File: config.mk
export PLATFORM = sky130hd
export DESIGN_NAME = alu_seq_ctrl_flat
export DESIGN_NICKNAME = d
export VERILOG_FILES = /design/src/rtl/alu_seq_pkg.sv /design/src/rtl/alu_seq_ctrl_if.sv /design/src/rtl/alu_seq_cond.sv /design/src/rtl/alu_seq_ctrl.sv /design/src/flat_wrapper.sv
export SDC_FILE = /design/constraint.sdc
export NUM_CORES = 1
export LEC_CHECK = 0
export CAP_MARGIN = 0
export CORE_AREA = 4 4 140 142
export DETAILED_ROUTE_END_ITERATION = 12
export DIE_AREA = 0 0 144 146
export PLACE_DENSITY = 0.78
export SKIP_CTS_REPAIR_TIMING = 1
export SYNTH_ARGS = -nofsm -noshare
export SYNTH_HDL_FRONTEND = slang
export SYNTH_SLANG_ARGS = --single-unit
File: constraint.sdc
create_clock -name clk -period 3.5 [get_ports clk]
set_clock_uncertainty 0.15 [all_clocks]
set_input_delay 0.7 -clock clk [delete_from_list [all_inputs] [get_ports clk]]
set_output_delay 0.7 -clock clk [all_outputs]
set_load 0.01 [all_outputs]
File: src/rtl/alu_seq_pkg.sv
// alu_seq_pkg: opcode and condition constants, FSM states and flag indices for alu_seq_ctrl
package alu_seq_pkg;
    localparam int MEM_TIMEOUT = 255;
    localparam logic [3:0] OP_ADD = 4'h0, OP_SUB = 4'h1, OP_MUL = 4'h2, OP_OR = 4'h3,
                           OP_AND = 4'h4, OP_XOR = 4'h5, OP_MOVI = 4'h6, OP_MOV = 4'h7,
                           OP_CMP = 4'hB, OP_LDR = 4'hD, OP_STR = 4'hE;
    localparam logic [3:0] CC_EQ = 4'h0, CC_NE = 4'h1, CC_CS = 4'h2, CC_CC = 4'h3,
                           CC_MI = 4'h4, CC_PL = 4'h5, CC_VS = 4'h6, CC_VC = 4'h7,
                           CC_HI = 4'h8, CC_LS = 4'h9, CC_GE = 4'hA, CC_LT = 4'hB,
                           CC_GT = 4'hC, CC_LE = 4'hD, CC_AL = 4'hE, CC_NV = 4'hF;
    localparam int FLAG_N = 3, FLAG_Z = 2, FLAG_C = 1, FLAG_V = 0;
    typedef enum logic [2:0] {IDLE, DECODE, EXEC, MEM, WB} state_t;
    function automatic logic op_legal(input logic [3:0] op);
        return op <= OP_MOV || op == OP_CMP || op == OP_LDR || op == OP_STR;
    endfunction
    function automatic logic op_writes(input logic [3:0] op);
        return op <= OP_MOV || op == OP_LDR;
    endfunction
endpackage

File: src/rtl/alu_seq_ctrl_if.sv
// alu_seq_ctrl_if: instruction handshake and data-memory port of the ALU sequencer
interface alu_seq_ctrl_if;
    logic        instr_valid, instr_ready;
    logic [31:0] instr;
    logic        mem_req, mem_we, mem_ready;
    logic [15:0] mem_addr;
    logic [31:0] mem_wdata, mem_rdata;
    modport master (input instr_valid, instr, mem_rdata, mem_ready,
                    output instr_ready, mem_req, mem_we, mem_addr, mem_wdata);
    modport slave  (output instr_valid, instr, mem_rdata, mem_ready,
                    input instr_ready, mem_req, mem_we, mem_addr, mem_wdata);
endinterface

File: src/rtl/alu_seq_cond.sv
// alu_seq_cond: evaluates a 4-bit condition code against the NZCV flags
module alu_seq_cond
    import alu_seq_pkg::*;
(
    input  logic [3:0] cond,
    input  logic [3:0] flags,
    output logic       pass
);
    logic n, z, c, v;
    assign n = flags[FLAG_N];
    assign z = flags[FLAG_Z];
    assign c = flags[FLAG_C];
    assign v = flags[FLAG_V];
    always_comb begin
        case (cond)
            CC_EQ:   pass = z;
            CC_NE:   pass = !z;
            CC_CS:   pass = c;
            CC_CC:   pass = !c;
            CC_MI:   pass = n;
            CC_PL:   pass = !n;
            CC_VS:   pass = v;
            CC_VC:   pass = !v;
            CC_HI:   pass = c && !z;
            CC_LS:   pass = !c || z;
            CC_GE:   pass = n == v;
            CC_LT:   pass = n != v;
            CC_GT:   pass = !z && (n == v);
            CC_LE:   pass = z || (n != v);
            CC_AL:   pass = 1'b1;
            default: pass = 1'b0;
        endcase
    end
endmodule

File: src/rtl/alu_seq_ctrl.sv
// alu_seq_ctrl: multi-cycle sequencer driving the ALU, register file and data memory.
// Define ALU_SEQ_MEM_TIMEOUT_EN to abandon memory requests after MEM_TIMEOUT wait cycles.
module alu_seq_ctrl
    import alu_seq_pkg::*;
(
    input  logic           clk,
    input  logic           rst_n,
    alu_seq_ctrl_if.master bus,
    output logic [3:0]     rf_ra_addr,
    output logic [3:0]     rf_rb_addr,
    input  logic [31:0]    rf_ra_data,
    input  logic [31:0]    rf_rb_data,
    output logic [31:0]    alu_a,
    output logic [31:0]    alu_b,
    output logic [3:0]     alu_opcode,
    output logic [2:0]     alu_sr_cont,
    output logic [4:0]     alu_sr_bit,
    output logic [15:0]    alu_imm,
    input  logic [31:0]    alu_result,
    input  logic [3:0]     alu_flags,
    output logic           rf_we,
    output logic [3:0]     rf_wa,
    output logic [31:0]    rf_wd,
    output logic [3:0]     flags,
    output logic           busy,
    output logic           illegal,
    output logic           mem_err
);
    state_t      state, next;
    logic [31:0] ir, wb_data;
    logic [3:0]  wb_flags, op, rd;
    logic        pass, tmo;

    assign op = ir[27:24];
    assign rd = ir[19:16];

    alu_seq_cond u_cond (.cond(ir[31:28]), .flags(flags), .pass(pass));

`ifdef ALU_SEQ_MEM_TIMEOUT_EN
    logic [7:0] cnt;
    always_ff @(posedge clk or negedge rst_n)
        if (!rst_n) cnt <= '0;
        else        cnt <= (state == MEM) ? cnt + 8'd1 : '0;
    assign tmo = (state == MEM) && (cnt == 8'(MEM_TIMEOUT));
`else
    assign tmo = 1'b0;
`endif

    always_comb begin
        next    = state;
        illegal = 1'b0;
        case (state)
            IDLE:    next = bus.instr_valid ? DECODE : IDLE;
            DECODE:  next = EXEC;
            EXEC: begin
                illegal = !op_legal(op);
                next    = (illegal || !pass) ? IDLE : (op == OP_LDR || op == OP_STR) ? MEM : WB;
            end
            MEM:     next = tmo ? IDLE : !bus.mem_ready ? MEM : (op == OP_LDR) ? WB : IDLE;
            WB:      next = IDLE;
            default: next = IDLE;
        endcase
    end

    always_ff @(posedge clk or negedge rst_n) begin
        if (!rst_n) begin
            state    <= IDLE;
            ir       <= '0;
            alu_a    <= '0;
            alu_b    <= '0;
            wb_data  <= '0;
            wb_flags <= '0;
            flags    <= '0;
        end else begin
            state <= next;
            if (state == IDLE && bus.instr_valid) ir <= bus.instr;
            if (state == DECODE) begin
                alu_a <= rf_ra_data;
                alu_b <= rf_rb_data;
            end
            if (state == EXEC) begin
                wb_data  <= (op == OP_MOVI) ? {16'h0, ir[15:0]} : alu_result;
                wb_flags <= alu_flags;
            end
            if (state == MEM && bus.mem_ready) wb_data <= bus.mem_rdata;
            // CMP always updates flags; ALU ops only when S is set
            if (state == WB && (op == OP_CMP || (ir[23] && op <= OP_XOR))) flags <= wb_flags;
        end
    end

    assign bus.instr_ready = state == IDLE;
    assign busy            = state != IDLE;
    assign rf_ra_addr      = (state == DECODE) ? ir[15:12] : '0;
    assign rf_rb_addr      = (state == DECODE) ? ((op == OP_STR) ? rd : ir[11:8]) : '0;
    assign alu_opcode      = (state == EXEC) ? op : '0;
    assign alu_sr_cont     = (state == EXEC) ? ir[22:20] : '0;
    assign alu_sr_bit      = (state == EXEC) ? ir[7:3] : '0;
    assign alu_imm         = (state == EXEC) ? ir[15:0] : '0;
    assign rf_we           = (state == WB) && op_writes(op);
    assign rf_wa           = rf_we ? rd : '0;
    assign rf_wd           = rf_we ? wb_data : '0;
    assign bus.mem_req     = (state == MEM) && !tmo;
    assign bus.mem_we      = bus.mem_req && (op == OP_STR);
    assign bus.mem_addr    = bus.mem_req ? alu_a[15:0] : '0;
    assign bus.mem_wdata   = bus.mem_we ? alu_b : '0;
    assign mem_err         = tmo;
endmodule

File: src/flat_wrapper.sv
// flat-port wrapper written by rule: the top's interface ports become plain ports
module alu_seq_ctrl_flat import alu_seq_pkg::*;
  (clk, rst_n, rf_ra_addr, rf_rb_addr, rf_ra_data, rf_rb_data, alu_a, alu_b, alu_opcode, alu_sr_cont, alu_sr_bit, alu_imm, alu_result, alu_flags, rf_we, rf_wa, rf_wd, flags, busy, illegal, mem_err, bus_instr_valid, bus_instr, bus_mem_rdata, bus_mem_ready, bus_instr_ready, bus_mem_req, bus_mem_we, bus_mem_addr, bus_mem_wdata);
  alu_seq_ctrl_if bus_i ();
  input  logic clk;
  input  logic rst_n;
  output logic [3:0] rf_ra_addr;
  output logic [3:0] rf_rb_addr;
  input  logic [31:0] rf_ra_data;
  input  logic [31:0] rf_rb_data;
  output logic [31:0] alu_a;
  output logic [31:0] alu_b;
  output logic [3:0] alu_opcode;
  output logic [2:0] alu_sr_cont;
  output logic [4:0] alu_sr_bit;
  output logic [15:0] alu_imm;
  input  logic [31:0] alu_result;
  input  logic [3:0] alu_flags;
  output logic rf_we;
  output logic [3:0] rf_wa;
  output logic [31:0] rf_wd;
  output logic [3:0] flags;
  output logic busy;
  output logic illegal;
  output logic mem_err;
  input wire logic [$bits(bus_i.instr_valid)-1:0] bus_instr_valid;
  input wire logic [$bits(bus_i.instr)-1:0] bus_instr;
  input wire logic [$bits(bus_i.mem_rdata)-1:0] bus_mem_rdata;
  input wire logic [$bits(bus_i.mem_ready)-1:0] bus_mem_ready;
  output wire logic [$bits(bus_i.instr_ready)-1:0] bus_instr_ready;
  output wire logic [$bits(bus_i.mem_req)-1:0] bus_mem_req;
  output wire logic [$bits(bus_i.mem_we)-1:0] bus_mem_we;
  output wire logic [$bits(bus_i.mem_addr)-1:0] bus_mem_addr;
  output wire logic [$bits(bus_i.mem_wdata)-1:0] bus_mem_wdata;
  assign bus_i.instr_valid = bus_instr_valid;
  assign bus_i.instr = bus_instr;
  assign bus_i.mem_rdata = bus_mem_rdata;
  assign bus_i.mem_ready = bus_mem_ready;
  assign bus_instr_ready = bus_i.instr_ready;
  assign bus_mem_req = bus_i.mem_req;
  assign bus_mem_we = bus_i.mem_we;
  assign bus_mem_addr = bus_i.mem_addr;
  assign bus_mem_wdata = bus_i.mem_wdata;
  alu_seq_ctrl u_core (.clk(clk), .rst_n(rst_n), .bus(bus_i), .rf_ra_addr(rf_ra_addr), .rf_rb_addr(rf_rb_addr), .rf_ra_data(rf_ra_data), .rf_rb_data(rf_rb_data), .alu_a(alu_a), .alu_b(alu_b), .alu_opcode(alu_opcode), .alu_sr_cont(alu_sr_cont), .alu_sr_bit(alu_sr_bit), .alu_imm(alu_imm), .alu_result(alu_result), .alu_flags(alu_flags), .rf_we(rf_we), .rf_wa(rf_wa), .rf_wd(rf_wd), .flags(flags), .busy(busy), .illegal(illegal), .mem_err(mem_err));
endmodule
==> results_dict.tcl <==
set metrics [dict create \
    drt-initial-drc-count 296 \
    clkLatencyLatePin_ns 0.41 \
    die_x_um 144 \
    clkTransAtPathRegs_ns 0.06 \
    finalCriticalPeriod_ns 3.33 \
    finalSetupTns_ns 0 \
    synth.area.mux_share_pct 9.69 \
    critPathRequiredTime_ns 2.65 \
    synth_xor_area_share_pct 0.253 \
    postSynthCellCount 743 \
    synth_nets 911 \
    reg2reg_to "u_core.wb_data[17]" \
    rsz0062_at_grt "false" \
    drive_above_1_share_pct 8.26 \
    start_kind "flip-flop" \
    synth_flop_cell "dfrtp_1" \
    synthSimpleGateAreaFrac_pct 27.9 \
    hold_ws_ns 0.113 \
    place_hpwl_um 17400 \
    synth_top_area_share_pct 50.3 \
    synth_top_family_by_area "simple AND/OR/NAND/NOR gates" \
    slew_violations 0 \
    worstPathArrival_ns 2.48 \
    clockRootBuffer "clkbuf_16" \
    final_util_pct 61.0 \
    initial_core_util_pct 37.5 \
    vias_per_cell 4.83 \
    ir_drop_mv 0.516 \
    setup_viol_count_final 0 \
    syn_to_final_growth_pct 62.9 \
    ys_seq_elements 139 \
    clock_sinks 139 \
    grt_use_total_pct 22.2 \
    dieArea_sq_um 21000 \
    ys_warn_count 0 \
    synth_compound_area_share_pct 6.78 \
    grt_overflow_total 0 \
    tritoncts "yes" \
    leakage_nw 5.02 \
    placedCellCount 1293 \
    grt_pass1_wl_um 36400 \
    min_path_type "primary input to async pin" \
    synth_cell_type_count 49 \
    numPortBuffers 361 \
    seq_area_frac_synth_pct 50.3 \
    yosys.area.top_type "dfrtp_1" \
    layout.nets 1246 \
    synth_adder_area_share_pct 0 \
    cts_buffer_depth 2 \
    ant_nets 0 \
    crit_type "flip-flop to primary output" \
    status "finished clean" \
    wirelength_um 23500 \
    n_antenna_cell 0 \
    path_max_fanout 22 \
    period_share_pct 95.2 \
    avgSynthCellArea_sq_um 9.31 \
    cellPowerDensity_nw_per_um2 788 \
    r2r_start "u_core.state[2]" \
    antenna_found_initial 0 \
    remaining_drc_errors 0 \
    synthArstFlopShare_pct 100 \
    htreeDepth 4 \
    dr.pass1.iters 4 \
    coreArea_sq_um 18500 \
    yosys-top-cells-area "dfrtp_1 50%, nand2_1 12%, and2_1 10%" \
    hold_violations 0 \
    grt_max_degree 69 \
    grt_pass1_vias 6451 \
    synth_area_sq_um 6920 \
    instances_no_fill 1324 \
    r2r_slack_ns 1.11 \
    fmax_mhz 300 \
    die_h_um 146 \
    cp-end-kind "primary output" \
    via_count 6389 \
    avgRoutedWirePerCell_um 17.8 \
    cap_viol_max_count 0 \
    ios 363 \
    cts_buffers 17 \
    worst_slew_pin_slew_ns 0.739 \
    r2r_cells 6 \
    place.gp.congestion 0.819 \
    rows 50 \
    worst_slew_margin_rel_pct 50.6 \
    synth_edf_count 0 \
]
synthesized netlist by cell type, types with 2 or more instances:
cell / n
mux2_2: 34
nand3b_1: 2
a21oi_1: 4
nand2b_1: 2
a21o_1: 16
dfrtp_1: 139
nand2_1: 216
a211oi_1: 17
buf_6: 6
clkbuf_1: 21
mux2i_1: 22
nor2b_1: 2
nand4_1: 2
nor2_1: 43
mux2_1: 6
inv_1: 5
a31oi_1: 16
buf_4: 9
buf_2: 19
o211ai_1: 2
nor3_1: 2
nor3b_1: 2
and2_1: 112
nand3_1: 17
or3_1: 3
worst max-delay path, stage by stage, from the launching register on:
cell,delay [ns]
dfrtp_1,0.44
inv_1,0.11
or3_2,0.74
nor2_1,0.22
clkdlybuf4s50_1,0.56
metrics by stage:
step | area [sq um] | setup WS [ns] | power, mW
after global routing | 11300 | 0.0159 | 9.48
after detailed placement | 10600 | 0.571 | 7.04
after CTS | 11300 | 0.114 | 8.96
after global placement | 10600 | 0.607 | 6.92
after floorplan | 6920 | 1.18 | 5.10
final | 11300 | 0.168 | 8.88
state kept, by name (all words and copies together) (netlist names):
name             flops
u_core.alu_a        32
u_core.ir           32
u_core.wb_data      32
u_core.wb_flags      4
u_core.alu_b        32
u_core.flags         4
u_core.state         3
layout make-up:
type / count / area [sq um]
multi-input combinational: 542 / 3120
clock inverter: 10 / 140
tap: 234 / 293
fill: 1597 / 7190
sequential: 139 / 3480
inverter: 6 / 26.3
clock buffer: 21 / 480
timing repair buffer: 372 / 3730
placed cells by master (no fill, tap or decap), types with 3 or more instances in the layout:
cell,netlist,routed
a211oi_1,17,17
a21o_1,16,16
a31oi_1,16,16
and2_1,112,112
buf_4,9,8
bufinv_16,0,3
clkbuf_16,0,17
clkbuf_8,0,4
clkdlybuf4s50_1,0,360
clkinvlp_4,0,4
dfrtp_1,139,139
inv_1,5,4
mux2_1,6,6
mux2_2,34,34
mux2i_1,22,22
nand2_1,216,216
nand3_1,17,17
nor2_1,43,41
routing by layer:
layer / share of wire [%] / global-route usage, % / routed length, um
met1: 41 / 27.9 / 9550
met2: 51 / 37.5 / 12000
met3: 6.2 / 5.23 / 1450
met4: 2.3 / 6.92 / 549
met5: 0 / 0 / 0
logic make-up (layout without fill, tap and decap cells):
logic type / count (synthesis) / after routing
AND/OR/NAND/NOR: 412 / 412
flip-flops: 139 / 139
AO/OA/AOI/OAI: 65 / 65
multiplexers: 62 / 62
buffers and inverters: 62 / 409
XOR/XNOR: 2 / 2
other: 1 / 1
how the worst max path moves through the flow:
stage                    startpoint                 to  slack (ns)
global route        u_core.state[0]      rf_rb_addr[0]        0.02
CTS                 u_core.state[2]    bus_mem_addr[0]        0.11
detailed placement  u_core.state[2]    bus_mem_addr[0]        0.57
finish              u_core.state[0]      rf_rb_addr[0]        0.17
global placement      u_core.ir[25]  bus_mem_wdata[27]        0.61
floorplan             u_core.ir[25]           rf_wa[0]        1.18
power by group:
group          switching (mW)  internal, mW  total, mW
Clock                   0.697          1.19       1.89
Combinational            1.82          2.07       3.89
Sequential              0.694          2.41       3.10
Note: power is estimated with default switching activity, not from simulation.
